===== config.mk =====
export PLATFORM = sky130hd
export DESIGN_NAME = pipe_mw_skid
export DESIGN_NICKNAME = d
export VERILOG_FILES = /design/src/rtl/pipe_mw_skid.sv
export SDC_FILE = /design/constraint.sdc
export NUM_CORES = 1
export LEC_CHECK = 0
export BUFFER_PORTS_ARGS = -buffer_cell sky130_fd_sc_hd__clkbuf_2
export CAP_MARGIN = 10
export CORE_ASPECT_RATIO = 0.6
export CORE_MARGIN = 5
export CORE_UTILIZATION = 55
export DETAILED_ROUTE_END_ITERATION = 10
export PLACE_DENSITY = 0.87
export SYNTH_ARGS = -nofsm -noshare
export SYNTH_HDL_FRONTEND = slang
export SYNTH_SLANG_ARGS = --single-unit
export TNS_END_PERCENT = 10

===== constraint.sdc =====
create_clock -name clk -period 6.55 [get_ports clk]
set_input_delay 0.3275 -clock clk [delete_from_list [all_inputs] [get_ports clk]]
set_output_delay 0.3275 -clock clk [all_outputs]
set_load 0.02 [all_outputs]

===== src/rtl/pipe_mw_skid.sv =====
// MEM->WB pipeline register with a one-entry skid buffer.
// The head entry drives the outputs, and its writeback data is selected and stored when the entry loads.
module pipe_mw_skid #(
  parameter int unsigned DATA_W = 32,
  parameter int unsigned RN_W   = 5
) (
  input  logic              clk,
  input  logic              rst,
  input  logic              i_valid,
  output logic              o_ready,
  input  logic              i_wreg,
  input  logic              i_m2reg,
  input  logic [DATA_W-1:0] i_mo,
  input  logic [DATA_W-1:0] i_alu,
  input  logic [RN_W-1:0]   i_rn,
  input  logic              i_flush,
  output logic              o_valid,
  input  logic              i_ready,
  output logic              o_wreg,
  output logic              o_m2reg,
  output logic [DATA_W-1:0] o_mo,
  output logic [DATA_W-1:0] o_alu,
  output logic [RN_W-1:0]   o_rn,
  output logic [DATA_W-1:0] o_wdata,
  output logic [1:0]        o_occ
);

  typedef struct packed {
    logic              wreg;
    logic              m2reg;
    logic [DATA_W-1:0] mo;
    logic [DATA_W-1:0] alu;
    logic [RN_W-1:0]   rn;
    logic [DATA_W-1:0] wdata;
  } entry_t;

  typedef enum logic [1:0] {
    EMPTY = 2'd0,
    ONE   = 2'd1,
    TWO   = 2'd2
  } state_t;

  typedef enum logic [1:0] {
    MAIN_HOLD = 2'd0,
    MAIN_IN   = 2'd1,
    MAIN_SKID = 2'd2,
    MAIN_CLRW = 2'd3
  } main_sel_t;

  state_t    state_q, state_d;
  main_sel_t main_sel;
  logic      skid_load;
  logic      accept, rel;
  entry_t    main_q, skid_q, in_e;

  // Ready depends only on state and reset, never on the downstream ready.
  assign o_ready = ~rst & (state_q != TWO);
  assign o_valid = (state_q != EMPTY);
  assign o_occ   = state_q;

  assign accept = i_valid & o_ready;
  assign rel    = o_valid & i_ready;

  // Incoming entry, with the writeback mux resolved before storage.
  always_comb begin
    in_e.wreg  = i_wreg;
    in_e.m2reg = i_m2reg;
    in_e.mo    = i_mo;
    in_e.alu   = i_alu;
    in_e.rn    = i_rn;
    in_e.wdata = i_m2reg ? i_mo : i_alu;
  end

  always_ff @(posedge clk or posedge rst) begin
    if (rst) state_q <= EMPTY;
    else     state_q <= state_d;
  end

  // Next state and datapath steering. Flush overrides any accept or release.
  always_comb begin
    state_d   = state_q;
    main_sel  = MAIN_HOLD;
    skid_load = 1'b0;
    if (i_flush) begin
      state_d  = EMPTY;
      main_sel = MAIN_CLRW;
    end else begin
      unique case (state_q)
        EMPTY: begin
          if (accept) begin
            state_d  = ONE;
            main_sel = MAIN_IN;
          end
        end
        ONE: begin
          if (accept && !rel) begin
            state_d   = TWO;
            skid_load = 1'b1;
          end else if (accept && rel) begin
            main_sel = MAIN_IN;
          end else if (rel) begin
            state_d  = EMPTY;
            main_sel = MAIN_CLRW;
          end
        end
        TWO: begin
          if (rel) begin
            state_d  = ONE;
            main_sel = MAIN_SKID;
          end
        end
        default: begin
          state_d  = EMPTY;
          main_sel = MAIN_CLRW;
        end
      endcase
    end
  end

  // Write enable is cleared whenever the stage goes empty so bubbles never write.
  always_ff @(posedge clk or posedge rst) begin
    if (rst) begin
      main_q <= '0;
      skid_q <= '0;
    end else begin
      unique case (main_sel)
        MAIN_IN:   main_q      <= in_e;
        MAIN_SKID: main_q      <= skid_q;
        MAIN_CLRW: main_q.wreg <= 1'b0;
        default:   main_q      <= main_q;
      endcase
      if (skid_load) skid_q <= in_e;
    end
  end

  assign o_wreg  = main_q.wreg;
  assign o_m2reg = main_q.m2reg;
  assign o_mo    = main_q.mo;
  assign o_alu   = main_q.alu;
  assign o_rn    = main_q.rn;
  assign o_wdata = main_q.wdata;

endmodule


==> Word level (Yosys, flattened, before mapping) <==
Index checks and enable logic that the tools add are counted.
{ "classes": {"reduce_logical": 8, "muxes": 20, "n_bitwise": 4, "eq_ne": 10} }
{ "ops": {"columns": ["op", "count"], "rows": [
  ["$pmux 102 s2", 1],
  ["$mux 32", 1],
  ["$mux 2", 11],
  ["$pmux 2 s3", 2],
  ["$ne 4x4->1 const B", 2],
  ["$eq 2x2->1 const B", 3],
  ["$ne 3x3->1 const B", 2],
  ["$eq 2x1->1 const B", 2],
  ["$mux 1", 4],
  ["$reduce_and 4->1", 1],
  ["$reduce_bool 2->1", 2],
  ["$and 1x1->1", 3],
  ["$pmux 1 s3", 1],
  ["$reduce_bool 3->1", 1],
  ["$logic_and 1x1->1", 2],
  ["$logic_not 2->1", 1],
  ["$ne 2x2->1 const B", 1],
  ["$logic_not 1->1", 1],
  ["$not 1->1", 1]
]} }
{ "word_totals": {"regBits": 208, "elab_cells": 55, "in_bits": 76, "output_inout_bits": 107} }

==> Depth between registers and ports, before layout <==
Gate-level depths: netlist of run 1.
{ "depth": {"depth_word": 10, "depth_mapped": 9, "ltp_nobuf": 7} }

==> Least setup slack after synthesis of run 1 <==
Ideal clock, no wire load.
{ "synth_path": {"kind": "input -> output", "from": "input rst", "to": "output o_ready", "n_path_buf": 0, "required_ns": 6.222, "cell_stages": 2, "setup_slack_ns": 0.986, "t_arrival_ns": 5.237, "path_cell_list": "inv_1 and2_1"} }
{ "synth_between": {"elab_chain_len": 2} }
{ "synth_lines": {"columns": ["element", "line_no", "rtl"], "rows": [
  ["start: declaration", "8", "input logic rst,"],
  ["$not 1->1", "57", "assign o_ready = ~rst & (state_q != TWO);"],
  ["$and 1x1->1", "57", null],
  ["end: declaration", "10", "output logic o_ready,"]
]} }
Every way passes these cells.

==> Final worst setup path of run 1 <==
{ "layout_path": {"from": "register state_q[1] (netlist: o_occ[1])", "to": "register main_q, in the netlist o_mo[23]"} }
{ "layout_between": {"elab_chain_len": 10, "word_cells_on_any_way": 22, "cone_classes": "eq/ne (5); mux (8); bitwise (3); reduce/logical (6)"} }
{ "layout_lines": {"columns": ["element", "line_no", "rtl"], "rows": [
  ["start: declaration", "50", "state_t state_q, state_d;"],
  ["start signal: assignment", "76", "else state_q <= state_d;"],
  ["$ne 2x2->1", "57", null],
  ["$and 1x1->1", "57", null],
  ["$and 1x1->1", "61", "assign accept = i_valid & o_ready;"],
  ["$logic_and 1x1->1", "99", "end else if (accept && rel) begin"],
  ["$mux 2", "99", null],
  ["$mux 2", "96", "if (accept && !rel) begin"],
  ["$pmux 2 s3 *", "88", "unique case (state_q)"],
  ["$mux 2 *", "84", "if (i_flush) begin"],
  ["$eq 2x2->1 / $eq 2x1->1 (equally long branches)", "126", "unique case (main_sel)"],
  ["$pmux 102 s2 / $reduce_bool 2->1 (equally long branches)", null, null],
  ["end signal: assignment", "127", "MAIN_IN: main_q <= in_e;"],
  ["end signal: assignment", "128", "MAIN_SKID: main_q <= skid_q;"],
  ["end signal: assignment", "130", "default: main_q <= main_q;"],
  ["end: declaration", "54", "entry_t main_q, skid_q, in_e;"]
]} }
Mark *: on every way between the ends. The rest lies on a longest branch, timed or not.
A chain may end at the register's enable or synchronous reset.

==> impl_metrics.py, run 1 <==
metrics = {
    "cts": {
        "tritoncts": "yes",
        "cts_sinks": 208,
        "htreeDepth": 1,
        "cts_buffers": 20,
        "cts_setup_buffers": 0,
        "cts-root-buf": "clkbuf_16",
        "cts_hold_buf": 0,
        "cts_buffer_depth": 3,
        "insertion_delay_ps": 480,
        "path_clk_slew_ps": 70,
        "ctsResizeCount": 0,
    },
    "synthesis": {
        "synthDistinctLibCells": 28,
        "syn_area_mm2": 0.00937,
        "ys_warn_count": 0,
        "synth-seq-cells": 208,
        "netlist_instances": 728,
        "avgSynthCellArea_um2": 12.9,
        "synth_nets": 807,
        "ys_seq_area_frac": 0.556,
    },
    "setup_path": {
        "cp-end-kind": "flop",
        "worst_path_max_delay_cell": "buf_4",
        "crit_chain": "nor3b_1, o22ai_1, nor2b_1, ha_4, buf_4, o21ai_0",
        "max_stage_delay_ps": 860,
        "critPathKind": "reg -> reg",
        "reg2reg_setup_slack_ps": 3150,
        "critPathLaunchType": "flop",
        "cp.arrival_ps": 3700,
        "path_max_fanout": 110,
        "crit_required_ps": 6860,
    },
    "timing": {
        "setup_violations": 0,
        "finalSetupTns_ps": 0,
        "period_needed_ps": 3400,
        "max_freq_mhz": 294,
        "rsz0062_at_grt": "false",
        "whs_ps": 56.4,
        "fin_skew_ps": 6.81,
        "tightest_slew_ps": 1100,
        "hold_violations": 0,
        "final_max_slew_viol_count": 0,
        "slew_headroom": 0.266,
        "finalCritPeriodShare": 0.519,
    },
    "floorplanning": {
        "die_x_um": 178,
        "die_y_um": 111,
        "rows": 37,
        "die-area_mm2": 0.0198,
        "core-area_mm2": 0.0169,
        "initial_utilization": 0.553,
        "ios": 183,
    },
    "routing": {
        "wl_per_cell_um": 18.1,
        "vias": 6111,
        "dr.pass1.iters": 4,
        "drtIter0Drc": 372,
        "drcViolationCount": 0,
        "drt-total-wl_um": 20500,
        "via_per_inst": 5.38,
        "ant_nets": 0,
    },
    "global_routing": {
        "grt_pass1_vias": 6222,
        "antenna_found_initial": 0,
        "grt_pass1_wl_um": 33100,
        "overflow": 0,
        "grtUsageTotal": 0.203,
        "grt_max_degree": 136,
    },
    "min_path": {
        "hp-class": "in -> async",
    },
    "layout": {
        "drive_gt1_frac": 0.397,
        "syn2layout_area_growth_pct": 18.1,
        "fin_nets": 966,
        "n_antenna_cell": 0,
    },
    "pwr": {
        "power_density_mw_per_mm2": 352,
        "vdd_drop_max_v": 0.000167,
        "p_leak_uw": 0.00548,
    },
    "run_status": {
        "status": "finished, final reports clean",
    },
    "placed_design": {
        "hpwl_um": 13400,
        "port_buffers": 182,
        "routabilityCongestion": 0.799,
    },
    "run": {
        "drv_cap": 0,
    },
}
## sequential cells by signal, summed over array words and instances (netlist names)
signal   cells
o_rn         5
o_alu       32
o_wreg       1
o_occ        2
o_m2reg      1
o_mo        32
skid_q     103
o_wdata     32
## cell families after synthesis
family          after synthesis  synth area share
mux                         238             0.300
fa+ha+maj                     3           0.00401
compound gates              109            0.0596
buf+inv                      51            0.0280
simple gates                119            0.0525
flops                       208             0.556
## area by class of cell
type | count | area (µm²)
Fill cell | 1270 | 5880
Clock inverter | 4 | 70.1
Sequential cell | 208 | 5200
Inverter | 1 | 11.3
Multi-Input combinational cell | 469 | 3920
Timing Repair Buffer | 187 | 948
Tap cell | 234 | 293
Clock buffer | 32 | 617
## routing by layer
layer / part of all wire / track usage / wire length [µm] / vias to the layer above
li1: - / - / - / 2860
met2: 0.43 / 0.298 / 8900 / 194
met3: 0.073 / 0.0467 / 1500 / 18
met4: 0.0088 / 0.0276 / 180 / 0
met5: 0 / 0 / 0 / -
met1: 0.49 / 0.316 / 9960 / 3039
## critical path, delay by kind of cell (launching register included)
family	cells	cell delay (ps)
buffers and inverters	1	860
AND/OR/NAND/NOR	2	530
adder cells (fa/ha/maj)	1	790
AO/OA/AOI/OAI	2	460
flip-flops	1	460
## cells in the final DEF (no fill, tap or decap)
master,n
inv_8,1
clkbuf_8,5
a22oi_1,1
clkbuf_16,21
nor2b_1,2
nor3_1,2
dfrtp_1,208
nand2_1,103
clkbuf_1,6
a21oi_1,1
and2_1,1
o22ai_1,1
nor3b_1,1
nand2b_4,1
and3_1,1
ha_4,1
mux2_4,70
nand2b_1,3
o21a_1,2
buf_4,5
bufinv_16,2
o21ai_0,103
clkinv_2,2
clkbuf_2,182
o32ai_1,1
mux2_2,65
or2_2,2
or4_4,1
ha_1,2
mux2i_1,103
nor2_1,1
or3_1,1
## power breakdown
| group | leakage (µW) | switching (µW) | internal [µW] |
|---|---|---|---|
| registers | 0.00265 | 183 | 1580 |
| clock network | 0.000338 | 476 | 724 |
| logic | 0.00250 | 525 | 403 |
## per-stage QoR
stage | area, µm² | utilization | setup WS [ps] | instances | total power, µW
after global routing | 11100 | 0.653 | 2880 | 1135 | 4090
final | 11100 | 0.653 | 3150 | 1135 | 3890
after global placement | 10400 | 0.612 | 3210 | 1099 | 2670
after floorplan | 9370 | - | 530 | 728 | 2380
after detailed placement | 10400 | 0.612 | 3090 | 1099 | 2710
after CTS | 11100 | 0.653 | 3210 | 1135 | 3920
## cells in the mapped netlist
library cell	count	area [µm²]
a22oi_1	1	7.51
or2_2	2	12.5
and3_1	1	6.26
inv_1	1	3.75
nor3_1	2	10.0
or3_1	1	6.26
mux2_2	65	732
o21ai_0	103	515
a21oi_1	1	5.00
nor2_1	1	3.75
nor3b_1	1	7.51
dfrtp_1	208	5200
o22ai_1	1	6.26
o32ai_1	1	8.76
o21a_1	2	15.0
buf_2	9	45.0
ha_1	3	37.5
buf_1	6	22.5
nand2b_4	1	13.8
and2_1	1	6.26
buf_6	8	90.1
nand2b_1	3	18.8
mux2_4	70	1050
clkbuf_1	27	101
nor2b_1	2	12.5
or4_1	1	7.51
mux2i_1	103	1030
nand2_1	103	387
## worst paths after layout
path,endpoint,start,cells past startpoint
worst max-delay path,o_mo[23]$_DFFE_PP0P_,o_occ[1]$_DFFE_PP0P_,6
max in group asynchronous,o_wdata[0]$_DFFE_PP0P_,rst,3
worst max register to register,o_mo[23]$_DFFE_PP0P_,o_occ[1]$_DFFE_PP0P_,6
worst min-delay path,o_occ[0]$_DFFE_PP0P_,rst,2
worst min register to register,o_alu[31]$_DFFE_PP0P_,o_alu[31]$_DFFE_PP0P_,2
min in group clk,skid_q[36]$_DFFE_PP0P_,i_rn[4],2
Note: power is estimated with default switching activity, not from simulation.
==> inputs of run 2 (changes only) <==
--- a/config.mk
+++ b/config.mk
@@ -9,9 +9,9 @@
 export CAP_MARGIN = 10
 export CORE_ASPECT_RATIO = 0.6
 export CORE_MARGIN = 5
-export CORE_UTILIZATION = 55
+export CORE_UTILIZATION = 50
 export DETAILED_ROUTE_END_ITERATION = 10
-export PLACE_DENSITY = 0.87
+export PLACE_DENSITY = 0.83
 export SYNTH_ARGS = -nofsm -noshare
 export SYNTH_HDL_FRONTEND = slang
 export SYNTH_SLANG_ARGS = --single-unit
==> constraint.sdc (replaced) <==
create_clock -name clk -period 3.04 [get_ports clk]
set_input_delay 0.152 -clock clk [delete_from_list [all_inputs] [get_ports clk]]
set_output_delay 0.152 -clock clk [all_outputs]
set_load 0.02 [all_outputs]
==> run 2 against run 1 <==
Sequential power up 120%. Combinational power is 130% higher. Clock power up 93%. Sequential share of layout area shrank 3.2 points. Setup slack worse by 2600 ps. Clock skew rose by 6.2 ps. Register-to-register slack got worse by 2600 ps. Maximum frequency grew 39%.
==> impl_metrics.py, run 2 (synthesized netlist as in run 1, its figures left out) <==
metrics = {
    "run_status": {
        "status": "finished, final reports clean",
    },
    "min_path": {
        "hp-class": "in -> reg",
    },
    "setup_path": {
        "cp.arrival_ps": 2780,
        "max_stage_delay_ps": 480,
        "crit_family": "simple AND/OR/NAND/NOR gates",
        "crit_chain": "nand2b_1, o22ai_1, nor2b_1, ha_4, buf_12, mux2i_1, o21ai_0",
        "worst_path_max_delay_cell": "ha_4",
        "cp_num_buf_inv": 1,
        "critPathLaunchType": "flop",
        "crit_required_ps": 3380,
        "path_max_fanout": 24,
        "critPathKind": "reg -> reg",
        "cp-end-kind": "flop",
    },
    "cts": {
        "cts_hold_buf": 73,
        "cts-root-buf": "clkbuf_16",
        "cts_buffer_depth": 3,
        "insertion_delay_ps": 480,
        "htreeDepth": 1,
        "ctsResizeCount": 0,
        "cts_setup_buffers": 0,
        "tritoncts": "yes",
        "cts_buffers": 20,
        "path_clk_slew_ps": 60,
        "cts_sinks": 208,
    },
    "global_routing": {
        "antenna_found_initial": 0,
        "grt_max_degree": 105,
        "use_met1": 0.291,
        "grtUsageTotal": 0.198,
        "grt_busiest_layer": "met2",
        "overflow": 0,
        "gr-usage-met2": 0.313,
        "met3_usage": 0.0439,
        "grt_pass1_vias": 6746,
        "grt_pass1_wl_um": 35800,
    },
    "timing": {
        "hold_violations": 0,
        "whs_ps": 91.6,
        "setup_slack_ps": 599,
        "fin_skew_ps": 13.0,
        "final_max_slew_viol_count": 0,
        "slew_headroom": 0.266,
        "period_needed_ps": 2440,
        "tightest_slew_ps": 1100,
        "setup_violations": 0,
        "max_freq_mhz": 410,
        "rsz0062_at_grt": "false",
        "finalCritPeriodShare": 0.803,
    },
    "placed_design": {
        "routabilityCongestion": 0.798,
        "port_buffers": 182,
        "post-place-ws_ps": 596,
        "hpwl_um": 13600,
    },
    "layout": {
        "syn2layout_area_growth_pct": 26.5,
        "final_cell_mix": "208 x dfrtp_1, 182 x clkbuf_2, 103 x mux2i_1, 103 x nand2_1, 103 x o21ai_0",
        "n_antenna_cell": 0,
        "final_common_cell": "dfrtp_1",
        "fin_util": 0.649,
        "largest_register": "skid_q",
        "drive_gt1_frac": 0.371,
        "largest_reg_flops": 103,
        "fin_nets": 1045,
    },
    "run": {
        "drv_cap": 0,
    },
    "floorplanning": {
        "initial_utilization": 0.513,
        "rows": 38,
        "die_y_um": 116,
        "core-area_mm2": 0.0183,
        "ios": 183,
        "die_x_um": 187,
        "die-area_mm2": 0.0217,
    },
    "pwr": {
        "vdd_drop_max_v": 0.000449,
        "p_leak_uw": 0.00581,
        "power_density_mw_per_mm2": 695,
    },
    "routing": {
        "vias": 6467,
        "drtIter0Drc": 393,
        "dr.pass1.iters": 4,
        "wl_per_cell_um": 17.8,
        "drcViolationCount": 0,
        "ant_nets": 0,
        "via_per_inst": 5.32,
        "drt-total-wl_um": 21700,
    },
}
## run 2: changes by cell type in the layout (fill, tap and decap cells not counted)
cell	change
inv_8	-1
clkinvlp_4	+1
clkbuf_1	-2
clkinv_2	+2
dlygate4sd3_1	+73
buf_4	-2
bufinv_16	-2
buf_12	+8
clkbuf_8	-2
## run 2: metal layers
metal,part of all wire,vias to the layer above
met1,0.48,3240
met5,0,-
met4,0.013,0
met3,0.063,25
li1,-,3019
met2,0.44,183
## run 2: path summary, 6_finish.rpt
kind                                             start                      to  cells past startpoint  slack [ps]
min in group asynchronous                          rst    o_occ[1]$_DFFE_PP0P_                      4         410
worst min register to register  o_wdata[1]$_DFFE_PP0P_  o_wdata[1]$_DFFE_PP0P_                      2         480
max in group asynchronous                          rst  skid_q[15]$_DFFE_PP0P_                      4        2140
worst max register to register    o_occ[1]$_DFFE_PP0P_  o_wdata[7]$_DFFE_PP0P_                      7         600
worst max-delay path              o_occ[1]$_DFFE_PP0P_  o_wdata[7]$_DFFE_PP0P_                      7         600
worst min-delay path                           i_ready    o_occ[0]$_DFFE_PP0P_                      3          90
## run 2: metrics by stage
step	cell area, µm²	instances	total power (µW)	TNS [ps]
6_report	11900	1216	8230	0
5_1_grt	11900	1216	8660	0
4_1_cts	11900	1216	8300	0
3_5_place_dp	10500	1111	5870	0
3_3_place_gp	10500	1111	5800	0
2_1_floorplan	9370	728	5120	-867
## run 2: final cells by class
type / instances / area (µm²)
sequential: 208 / 5200
fill: 1341 / 6400
tap: 240 / 300
clock inverter: 4 / 20.0
inverter: 1 / 7.51
multi-input combinational: 469 / 3920
timing repair buffer: 266 / 1820
clock buffer: 28 / 582
## run 2: report_power, final
part / switching (µW) / internal, µW / total, µW / leakage (µW)
clock network: 994 / 1330 / 2320 / 0.000301
logic: 1160 / 954 / 2110 / 0.00286
registers: 395 / 3400 / 3800 / 0.00265
total: 2550 / 5690 / 8230 / 0.00581
## run 2: tightest hold or removal path, stage by stage
cell and delay [ps]:
clkbuf_2 150, mux2i_1 140, o32ai_1 80
==> inputs of run 3 (changes only) <==
--- a/config.mk
+++ b/config.mk
@@ -9,9 +9,9 @@
 export CAP_MARGIN = 10
 export CORE_ASPECT_RATIO = 0.6
 export CORE_MARGIN = 5
-export CORE_UTILIZATION = 50
+export CORE_UTILIZATION = 55
 export DETAILED_ROUTE_END_ITERATION = 10
-export PLACE_DENSITY = 0.83
+export PLACE_DENSITY = 0.87
 export SYNTH_ARGS = -nofsm -noshare
 export SYNTH_HDL_FRONTEND = slang
 export SYNTH_SLANG_ARGS = --single-unit
==> constraint.sdc (replaced) <==
create_clock -name clk -period 2.5 [get_ports clk]
set_input_delay 0.125 -clock clk [delete_from_list [all_inputs] [get_ports clk]]
set_output_delay 0.125 -clock clk [all_outputs]
set_load 0.02 [all_outputs]
==> run 3 against run 2 <==
Via count barely moved. Die area fell by 8.5%. Maximum frequency grew 6.0%. Combinational power is 21% higher. Hold slack got worse by 8.7 ps. Flip-flop and latch count stayed put. Critical path depth did not move. Setup slack got worse by 400 ps. Global-route usage rose by 1.7 points. Highest routed layer unchanged.
==> impl_metrics.py, run 3 (synthesized netlist as in run 1, its figures left out) <==
metrics = {
    "run_status": {
        "status": "finished, final reports clean",
    },
    "global_routing": {
        "grt_pass1_vias": 6665,
        "grt_max_degree": 105,
        "antenna_found_initial": 1,
        "overflow": 0,
        "grt_pass1_wl_um": 34900,
        "grtUsageTotal": 0.216,
    },
    "pwr": {
        "power.switching_uw": 3100,
        "power.share.clock": 0.284,
        "p_comb_frac": 0.255,
        "power_density_mw_per_mm2": 848,
        "vdd_drop_max_v": 0.000647,
        "pwr-share-seq": 0.460,
        "p_int_uw": 6940,
        "swShare": 0.309,
        "p_leak_uw": 0.00580,
    },
    "layout": {
        "fin_nets": 1043,
        "nFillCells": 1160,
        "final_common_cell": "dfrtp_1",
        "largest_reg_flops": 103,
        "regArea_mm2": 0.00520,
        "design_area_mm2": 0.0118,
        "drive_gt1_frac": 0.369,
        "final_cell_mix": "208 x dfrtp_1, 182 x clkbuf_2, 103 x mux2i_1, 103 x nand2_1, 103 x o21ai_0",
        "largest_register": "skid_q",
        "multi_input_area_mm2": 0.00392,
        "syn2layout_area_growth_pct": 26.4,
    },
    "placed_design": {
        "routabilityCongestion": 0.809,
        "port_buffers": 182,
        "hpwl_um": 13500,
        "place_area_mm2": 0.0105,
    },
    "min_path": {
        "hp-class": "in -> reg",
    },
    "routing": {
        "drt-total-wl_um": 21800,
        "dr.pass1.iters": 4,
        "drtIter0Drc": 479,
        "wl_per_cell_um": 18.1,
        "via_per_inst": 5.35,
        "drcViolationCount": 0,
        "ant_nets": 0,
        "vias": 6470,
    },
    "timing": {
        "setup_violations": 0,
        "slew_headroom": 0.425,
        "rsz0062_at_grt": "false",
        "max_freq_mhz": 434,
        "tightest_slew_ps": 863,
        "finalCritPeriodShare": 0.922,
        "hold_violations": 0,
        "period_needed_ps": 2300,
        "fin_skew_ps": 12.0,
        "final_max_slew_viol_count": 0,
        "whs_ps": 82.9,
    },
    "cts": {
        "cts_sinks": 208,
        "cts-root-buf": "clkbuf_16",
        "cts_buffer_depth": 3,
        "tritoncts": "yes",
        "cts_buffers": 19,
        "cts_setup_buffers": 0,
        "htreeDepth": 1,
        "insertion_delay_ps": 470,
        "path_clk_slew_ps": 60,
    },
    "setup_path": {
        "crit_required_ps": 2830,
        "worst_path_max_delay_cell": "dfrtp_1",
        "crit_chain": "nand2b_1, o22ai_1, nor2b_1, ha_4, buf_12, mux2i_1, o21ai_0",
        "path_max_fanout": 50,
        "max_stage_delay_ps": 460,
        "crit_family": "simple AND/OR/NAND/NOR gates",
        "cp-end-kind": "flop",
        "cp.arrival_ps": 2640,
        "critPathLaunchType": "flop",
        "critPathKind": "reg -> reg",
        "cp_num_buf_inv": 1,
    },
    "floorplanning": {
        "die_y_um": 111,
        "ios": 183,
        "core-area_mm2": 0.0169,
        "initial_utilization": 0.553,
        "die_x_um": 178,
        "die-area_mm2": 0.0198,
        "rows": 37,
    },
    "run": {
        "drv_cap": 0,
    },
}
run 3: area by class of cell:
type / count / area share
Clock buffer: 28 / 0.0472
Tap cell: 234 / 0.0247
Inverter: 1 / 0.000634
Timing Repair Buffer: 265 / 0.154
Sequential cell: 208 / 0.439
Multi-Input combinational cell: 469 / 0.331
Antenna cell: 1 / 0.000211
Clock inverter: 3 / 0.00338
run 3: power groups by stage:
stage	Clock [µW]	Combinational [µW]	Sequential (µW)
2_1_floorplan	0	1200	5030
3_3_place_gp	0	2400	4620
3_5_place_dp	0	2470	4650
4_1_cts	2900	2570	4610
5_1_grt	3040	2790	4710
6_report	2850	2560	4620
run 3: what timing repair did:
action                     4_1_cts  5_1_grt
hold endpoints to repair       327        0
setup endpoints to repair        0        0
gates resized for setup          0        0
hold buffers                    74        0
run 3: path summary, 6_finish.rpt:
path                                        from                     to  slack, ps  depth (start not counted)
hold reg to reg            o_alu[11]$_DFFE_PP0P_  o_alu[11]$_DFFE_PP0P_        490                          2
hold / removal                           i_valid   o_occ[0]$_DFFE_PP0P_         80                          4
min in group asynchronous                    rst   o_alu[2]$_DFFE_PP0P_        430                          4
max in group asynchronous                    rst  o_alu[16]$_DFFE_PP0P_       1590                          4
setup reg to reg            o_occ[1]$_DFFE_PP0P_  o_alu[17]$_DFFE_PP0P_        200                          7
setup / recovery            o_occ[1]$_DFFE_PP0P_  o_alu[17]$_DFFE_PP0P_        200                          7
run 3: worst reg2reg max path: stages, from the launching register on:
cell,delay (ps)
dfrtp_1,460
nand2b_1,210
o22ai_1,230
nor2b_1,290
ha_4,210
buf_12,300
mux2i_1,350
o21ai_0,120
run 3: per-stage QoR:
| step | power, µW | instances | utilization | setup WS (ps) | TNS, ps |
|---|---|---|---|---|---|
| 6_report | 10000 | 1209 | 0.699 | 196 | 0 |
| 5_1_grt | 10500 | 1209 | 0.699 | 56.5 | 0 |
| 4_1_cts | 10100 | 1208 | 0.699 | 218 | 0 |
| 3_5_place_dp | 7130 | 1103 | 0.620 | 235 | 0 |
| 3_3_place_gp | 7020 | 1103 | 0.620 | 375 | 0 |
| 2_1_floorplan | 6230 | 728 | - | -1350 | -70200 |
run 3: routing by layer:
layer  vias up  routed length (µm)  GRT usage
met4         0                 451     0.0470
met5         -                   0          0
met1      3207               10200      0.314
li1       3019                   -          -
met3        39                1280     0.0429
met2       205                9960      0.338
